File: src/rtl/md_counter_pkg.sv
// Shared constants and parameter legality check for the up/down modulo-N counter.
package md_counter_pkg;

  localparam logic [1:0] MODE_WRAP    = 2'b00;
  localparam logic [1:0] MODE_SAT     = 2'b01;
  localparam logic [1:0] MODE_ONESHOT = 2'b10;

  localparam int unsigned MAX_WIDTH = 32;

  // WIDTH in 1..32 and MODULUS in 2..2^WIDTH.
  function automatic bit params_legal(input int unsigned width,
                                      input longint unsigned modulus);
    return (width >= 1) && (width <= MAX_WIDTH) &&
           (modulus >= 64'd2) && (modulus <= (64'd1 << width));
  endfunction

endpackage

File: src/rtl/md_counter_nxt.sv
// Combinational next-count logic: terminal detect, modulo step and terminal action.
module md_counter_nxt
  import md_counter_pkg::*;
#(
  parameter int unsigned      WIDTH   = 4,
  parameter longint unsigned  MODULUS = 16
) (
  input  logic [WIDTH-1:0] count_i,
  input  logic             up_i,
  input  logic [1:0]       mode_i,
  output logic [WIDTH-1:0] next_count_o,
  output logic             at_term_o,
  output logic             wrap_evt_o
);

  localparam int unsigned      CW      = WIDTH + 1;
  localparam logic [CW-1:0]    MOD_X   = CW'(MODULUS);
  localparam logic [WIDTH-1:0] MAX_CNT = WIDTH'(MODULUS - 64'd1);

  logic [CW-1:0]    inc_w;
  logic [WIDTH-1:0] inc_mod;
  logic [WIDTH-1:0] dec_mod;
  logic [WIDTH-1:0] step;
  logic             is_wrap;

  // Extra carry bit keeps MODULUS == 2^WIDTH unambiguous.
  assign inc_w   = {1'b0, count_i} + CW'(1);
  assign inc_mod = (inc_w == MOD_X) ? '0 : inc_w[WIDTH-1:0];
  assign dec_mod = (count_i == '0) ? MAX_CNT : (count_i - WIDTH'(1));
  assign step    = up_i ? inc_mod : dec_mod;

  // Reserved mode 2'b11 behaves as WRAP.
  assign is_wrap = (mode_i != MODE_SAT) && (mode_i != MODE_ONESHOT);

  assign at_term_o    = up_i ? (count_i == MAX_CNT) : (count_i == '0);
  assign wrap_evt_o   = at_term_o & is_wrap;
  assign next_count_o = (at_term_o && !is_wrap) ? count_i : step;

endmodule

File: src/rtl/md_counter_updn_mod.sv
// Parametrised up/down modulo-N counter with wrap/saturate/one-shot terminal modes
// and a combinational cascade terminal count.
module md_counter_updn_mod
  import md_counter_pkg::*;
#(
  parameter int unsigned      WIDTH   = 4,
  parameter longint unsigned  MODULUS = 16
) (
  input  logic             clk,
  input  logic             rst,
  input  logic             en,
  input  logic             up,
  input  logic             sclr,
  input  logic             load,
  input  logic [WIDTH-1:0] din,
  input  logic [1:0]       mode,
  output logic [WIDTH-1:0] count,
  output logic             tc,
  output logic             wrap,
  output logic             done
);

  localparam int unsigned      CW      = WIDTH + 1;
  localparam logic [CW-1:0]    MOD_X   = CW'(MODULUS);
  localparam logic [WIDTH-1:0] MAX_CNT = WIDTH'(MODULUS - 64'd1);

  if (!params_legal(WIDTH, MODULUS)) begin : g_bad_params
    $error("md_counter_updn_mod: illegal WIDTH/MODULUS combination");
  end

  logic [WIDTH-1:0] count_q, count_d;
  logic             wrap_q, wrap_d;
  logic             done_q, done_d;
  logic [WIDTH-1:0] nxt_count;
  logic             at_term;
  logic             wrap_evt;

  md_counter_nxt #(
    .WIDTH   (WIDTH),
    .MODULUS (MODULUS)
  ) u_nxt (
    .count_i      (count_q),
    .up_i         (up),
    .mode_i       (mode),
    .next_count_o (nxt_count),
    .at_term_o    (at_term),
    .wrap_evt_o   (wrap_evt)
  );

  // Priority: sclr > load > en; a completed one-shot ignores en.
  always_comb begin
    count_d = count_q;
    done_d  = done_q;
    wrap_d  = 1'b0;
    if (sclr) begin
      count_d = '0;
      done_d  = 1'b0;
    end else if (load) begin
      count_d = ({1'b0, din} >= MOD_X) ? MAX_CNT : din;
      done_d  = 1'b0;
    end else if (en && !done_q) begin
      count_d = nxt_count;
      wrap_d  = wrap_evt;
      if (at_term && (mode == MODE_ONESHOT)) begin
        done_d = 1'b1;
      end
    end
  end

  always_ff @(posedge clk or posedge rst) begin
    if (rst) begin
      count_q <= '0;
      wrap_q  <= 1'b0;
      done_q  <= 1'b0;
    end else begin
      count_q <= count_d;
      wrap_q  <= wrap_d;
      done_q  <= done_d;
    end
  end

  assign count = count_q;
  assign wrap  = wrap_q;
  assign done  = done_q;
  assign tc    = en & at_term;

`ifndef SYNTHESIS
  a_count_range: assert property (@(posedge clk) disable iff (rst)
    ({1'b0, count_q} < MOD_X));
  a_wrap_idle: assert property (@(posedge clk) disable iff (rst)
    (wrap_q && !en) |=> !wrap_q);
`endif

endmodule
File: config.mk
export PLATFORM = sky130hd
export DESIGN_NAME = md_counter_updn_mod
export DESIGN_NICKNAME = d
export VERILOG_FILES = /design/src/rtl/md_counter_pkg.sv /design/src/rtl/md_counter_nxt.sv /design/src/rtl/md_counter_updn_mod.sv
export SDC_FILE = /design/constraint.sdc
export NUM_CORES = 1
export LEC_CHECK = 0
export ABC_CLOCK_PERIOD_IN_PS = 2900
export CAP_MARGIN = 25
export CORE_AREA = 4 4 44 46
export DETAILED_ROUTE_END_ITERATION = 16
export DIE_AREA = 0 0 48 50
export PLACE_DENSITY = 0.65
export SETUP_SLACK_MARGIN = 0.15
export SLEW_MARGIN = 20
export SYNTH_ARGS = -nofsm -noshare
export SYNTH_HDL_FRONTEND = slang
export SYNTH_SLANG_ARGS = --single-unit
export TNS_END_PERCENT = 10
File: constraint.sdc
create_clock -name clk -period 2.9 [get_ports clk]
set_clock_uncertainty 0.2 [all_clocks]
set_input_delay 0.58 -clock clk [delete_from_list [all_inputs] [get_ports clk]]
set_output_delay 0.58 -clock clk [all_outputs]
set_load 0.005 [all_outputs]
==> flow_summary.ini, run 1 <==
[clocking]
cts_root_buf = clkbuf_4
cts_tree = yes
numCtsBuffers = 3
clock_sinks = 6
insertion_delay_ns = 0.24
h-tree-depth = 1
clk_path_buf_depth = 2
path_clk_slew_ns = 0.04
post_cts_buffers = 0

[layout]
area_growth_pct = 46.7
nets = 95
multi_input_area_um2 = 327
regArea_um2 = 150
final_area_um2 = 747
fillCellCount = 161
drive_above_1_share = 0.218
num_antenna_cells = 0

[critical_path]
worstReg2RegEnd = count[2]
cp-end-kind = output port
reg2regPathDepth = 7
critPathMaxFanout = 2
r2r_start = count[0]
r2r_slack_ns = 0.82
setup.worst_path.start = up
cp_cell_sequence = clkdlybuf4s50_1 > or4b_4 > nand2_2 > and2_4 > clkbuf_2
slowest_delay_ns = 0.50
cp-start-kind = input pin
required_ns = 2.12
endpoint = tc
cp.arrival_ns = 1.83
crit_slowest_cell = or4b_4
setup.worst_path.class = in -> out

[power_and_ir_drop]
power_frac_seq = 0.356
p_leak_nw = 0.312
ir_drop_mv = 0.306
p_int_mw = 0.196
clockPowerShare = 0.269
switchingPower_mw = 0.0827
power_density_nw_per_um2 = 374
swShare = 0.296
comb_power_share = 0.375

[placed_design]
gp_congestion = 0.766
port_buffers = 18
hpwlAfterDp_um = 989
place_area_um2 = 727

[synth]
synth-warning-count = 0
synth_seq_cells = 6
syn_area_per_cell_um2 = 9.26
synth.distinct_cells = 30
synth_nets = 70
netlist_area_um2 = 509
synthCells = 55
ys_seq_area_frac = 0.295

[sta]
setup_viol = 0
max_freq_mhz = 383
relSlewSlack = 0.766
fin_crit_ns = 2.61
rsz0062_at_grt = false
hold_ws_ns = 0.348
fin_crit_sh = 0.901
slew_violations = 0
worst_pin_slew_ns = 0.350
setup_tns_ns = 0
finalHoldViolCount = 0

[floorplanning]
start_util = 0.338
rows = 14
ios = 19
core_um2 = 1510
die_w_um = 48
dieArea_um2 = 2400
die_h_um = 50

[detailed_routing]
first_iter_violations = 6
ant_nets = 0
wire_per_inst_um = 13.6
route.detailed.drc = 0
drt_wl_total_um = 1280
via_per_inst = 5.38
num_vias = 506
drt_first_pass_iters = 4

[global_routing]
overflow = 0
grt_max_degree = 12
grt_pass1_vias = 481
antenna_found_initial = 0
track_usage = 0.120
grt_pass1_wl_um = 2070

[run]
max_cap_viol_count = 0

[min_path]
hold_path_class = in -> async

[run_status]
status = finished clean
==> cell families after synthesis <==
| group | synth area share |
|---|---|
| compound gates | 0.290 |
| mux | 0.0197 |
| simple gates | 0.219 |
| flops | 0.295 |
| fa+ha+maj | 0.0737 |
| xor+xnor | 0.0344 |
| buf+inv | 0.0688 |
==> power groups by stage <==
stage	clock network (mW)	logic (mW)	registers, mW
6_report	0.0750	0.105	0.0993
5_1_grt	0.0855	0.116	0.101
3_5_place_dp	0	0.106	0.101
2_1_floorplan	0	0.0578	0.100
4_1_cts	0.0784	0.106	0.0997
3_3_place_gp	0	0.105	0.100
==> state kept, by name, indices dropped and copies added, names as in the netlist <==
register and count:
done 1, wrap 1, count 4
==> through the flow <==
stage | total power, mW | utilization | setup WS [ns] | cells
floorplan | 0.158 | - | 0.648 | 55
global placement | 0.205 | 0.483 | -0.112 | 91
detailed placement | 0.207 | 0.483 | -0.106 | 91
CTS | 0.284 | 0.498 | 0.158 | 94
global route | 0.302 | 0.496 | 0.235 | 94
finish | 0.279 | 0.496 | 0.288 | 94
==> how the worst min path moves through the flow <==
stage,startpoint,end,slack [ns],cells after the start
after floorplan,rst,count[0],0.17,1
after global placement,done,done,0.43,2
after detailed placement,done,wrap,0.43,1
after CTS,rst,count[2],0.35,2
after global routing,rst,count[0],0.38,2
final,rst,count[2],0.35,2
==> Yosys cell counts (all sizes together) <==
master,number,area (µm²)
and2,1,8.76
nor2,3,11.3
dfrtp,6,150
nor3,2,10.0
nand4,2,12.5
buf,2,16.3
or3,1,7.51
a31oi,1,6.26
clkbuf,1,3.75
o211ai,3,22.5
or4b,2,23.8
xor2,1,8.76
o21a,1,8.76
or2b,1,7.51
a221oi,1,8.76
nand2b,2,12.5
xnor2,1,8.76
mux2i,1,10.0
o31ai,4,35.0
o311ai,1,8.76
ha,3,37.5
o41a,1,11.3
a21oi,7,46.3
and4b,1,10.0
nand2,2,7.51
inv,4,15.0
==> routing by layer <==
metal | wire length (µm) | GRT usage | vias to the layer above
met5 | 0 | 0 | -
met3 | 113 | 0.0582 | 0
met2 | 607 | 0.189 | 20
li1 | - | - | 255
met4 | 0 | 0.0135 | 0
met1 | 560 | 0.148 | 231
==> repair_timing <==
action                     in CTS  in global routing
hold buffers                    0                  0
gates resized for setup         2                  2
pin swaps                       0                  0
setup endpoints to repair       1                  1
hold endpoints to repair        0                  0
==> worst max-delay path: cells and delay by family <==
| kind | cells | cell delay [ns] |
|---|---|---|
| buffers and inverters | 2 | 0.52 |
| and+or+nand+nor | 3 | 0.72 |
==> layout by cell type, fill, tap and decap left out <==
cell and n:
o41a_1 1, o31ai_1 3, or4b_4 1, nand2b_1 2
nor3_1 2, a21oi_1 6, xor2_1 1, o311ai_0 1
or2b_1 1, a21oi_4 1, mux2i_1 1, a31oi_1 1
nand4_1 2, o21a_2 1, nand2_1 1, and4b_1 1
or4b_2 1, nor2_1 3, clkdlybuf4s50_1 17, clkbuf_4 3
nand2_2 1, a221oi_1 1, clkbuf_2 1, xnor2_1 1
and2_4 1, o211ai_1 3, buf_4 5, ha_1 3
o31ai_2 1, or3_2 1, dfrtp_1 6, inv_1 4
==> layout make-up <==
type | instances | share of cell area
Clock buffer | 3 | 0.0302
Sequential cell | 6 | 0.201
Inverter | 4 | 0.0201
Multi-Input combinational cell | 42 | 0.437
Tap cell | 16 | 0.0268
Timing Repair Buffer | 23 | 0.285
Note: power is estimated with default switching activity, not from simulation.
==> inputs of run 2 (changes only) <==
--- a/config.mk
+++ b/config.mk
@@ -12,7 +12,7 @@
 export DIE_AREA = 0 0 48 50
 export PLACE_DENSITY = 0.65
 export SETUP_SLACK_MARGIN = 0.15
-export SLEW_MARGIN = 20
+export SLEW_MARGIN = 30
 export SYNTH_ARGS = -nofsm -noshare
 export SYNTH_HDL_FRONTEND = slang
 export SYNTH_SLANG_ARGS = --single-unit
==> results of run 2 <==
The final DEF is identical to that of run 1; final timing and power are the same.
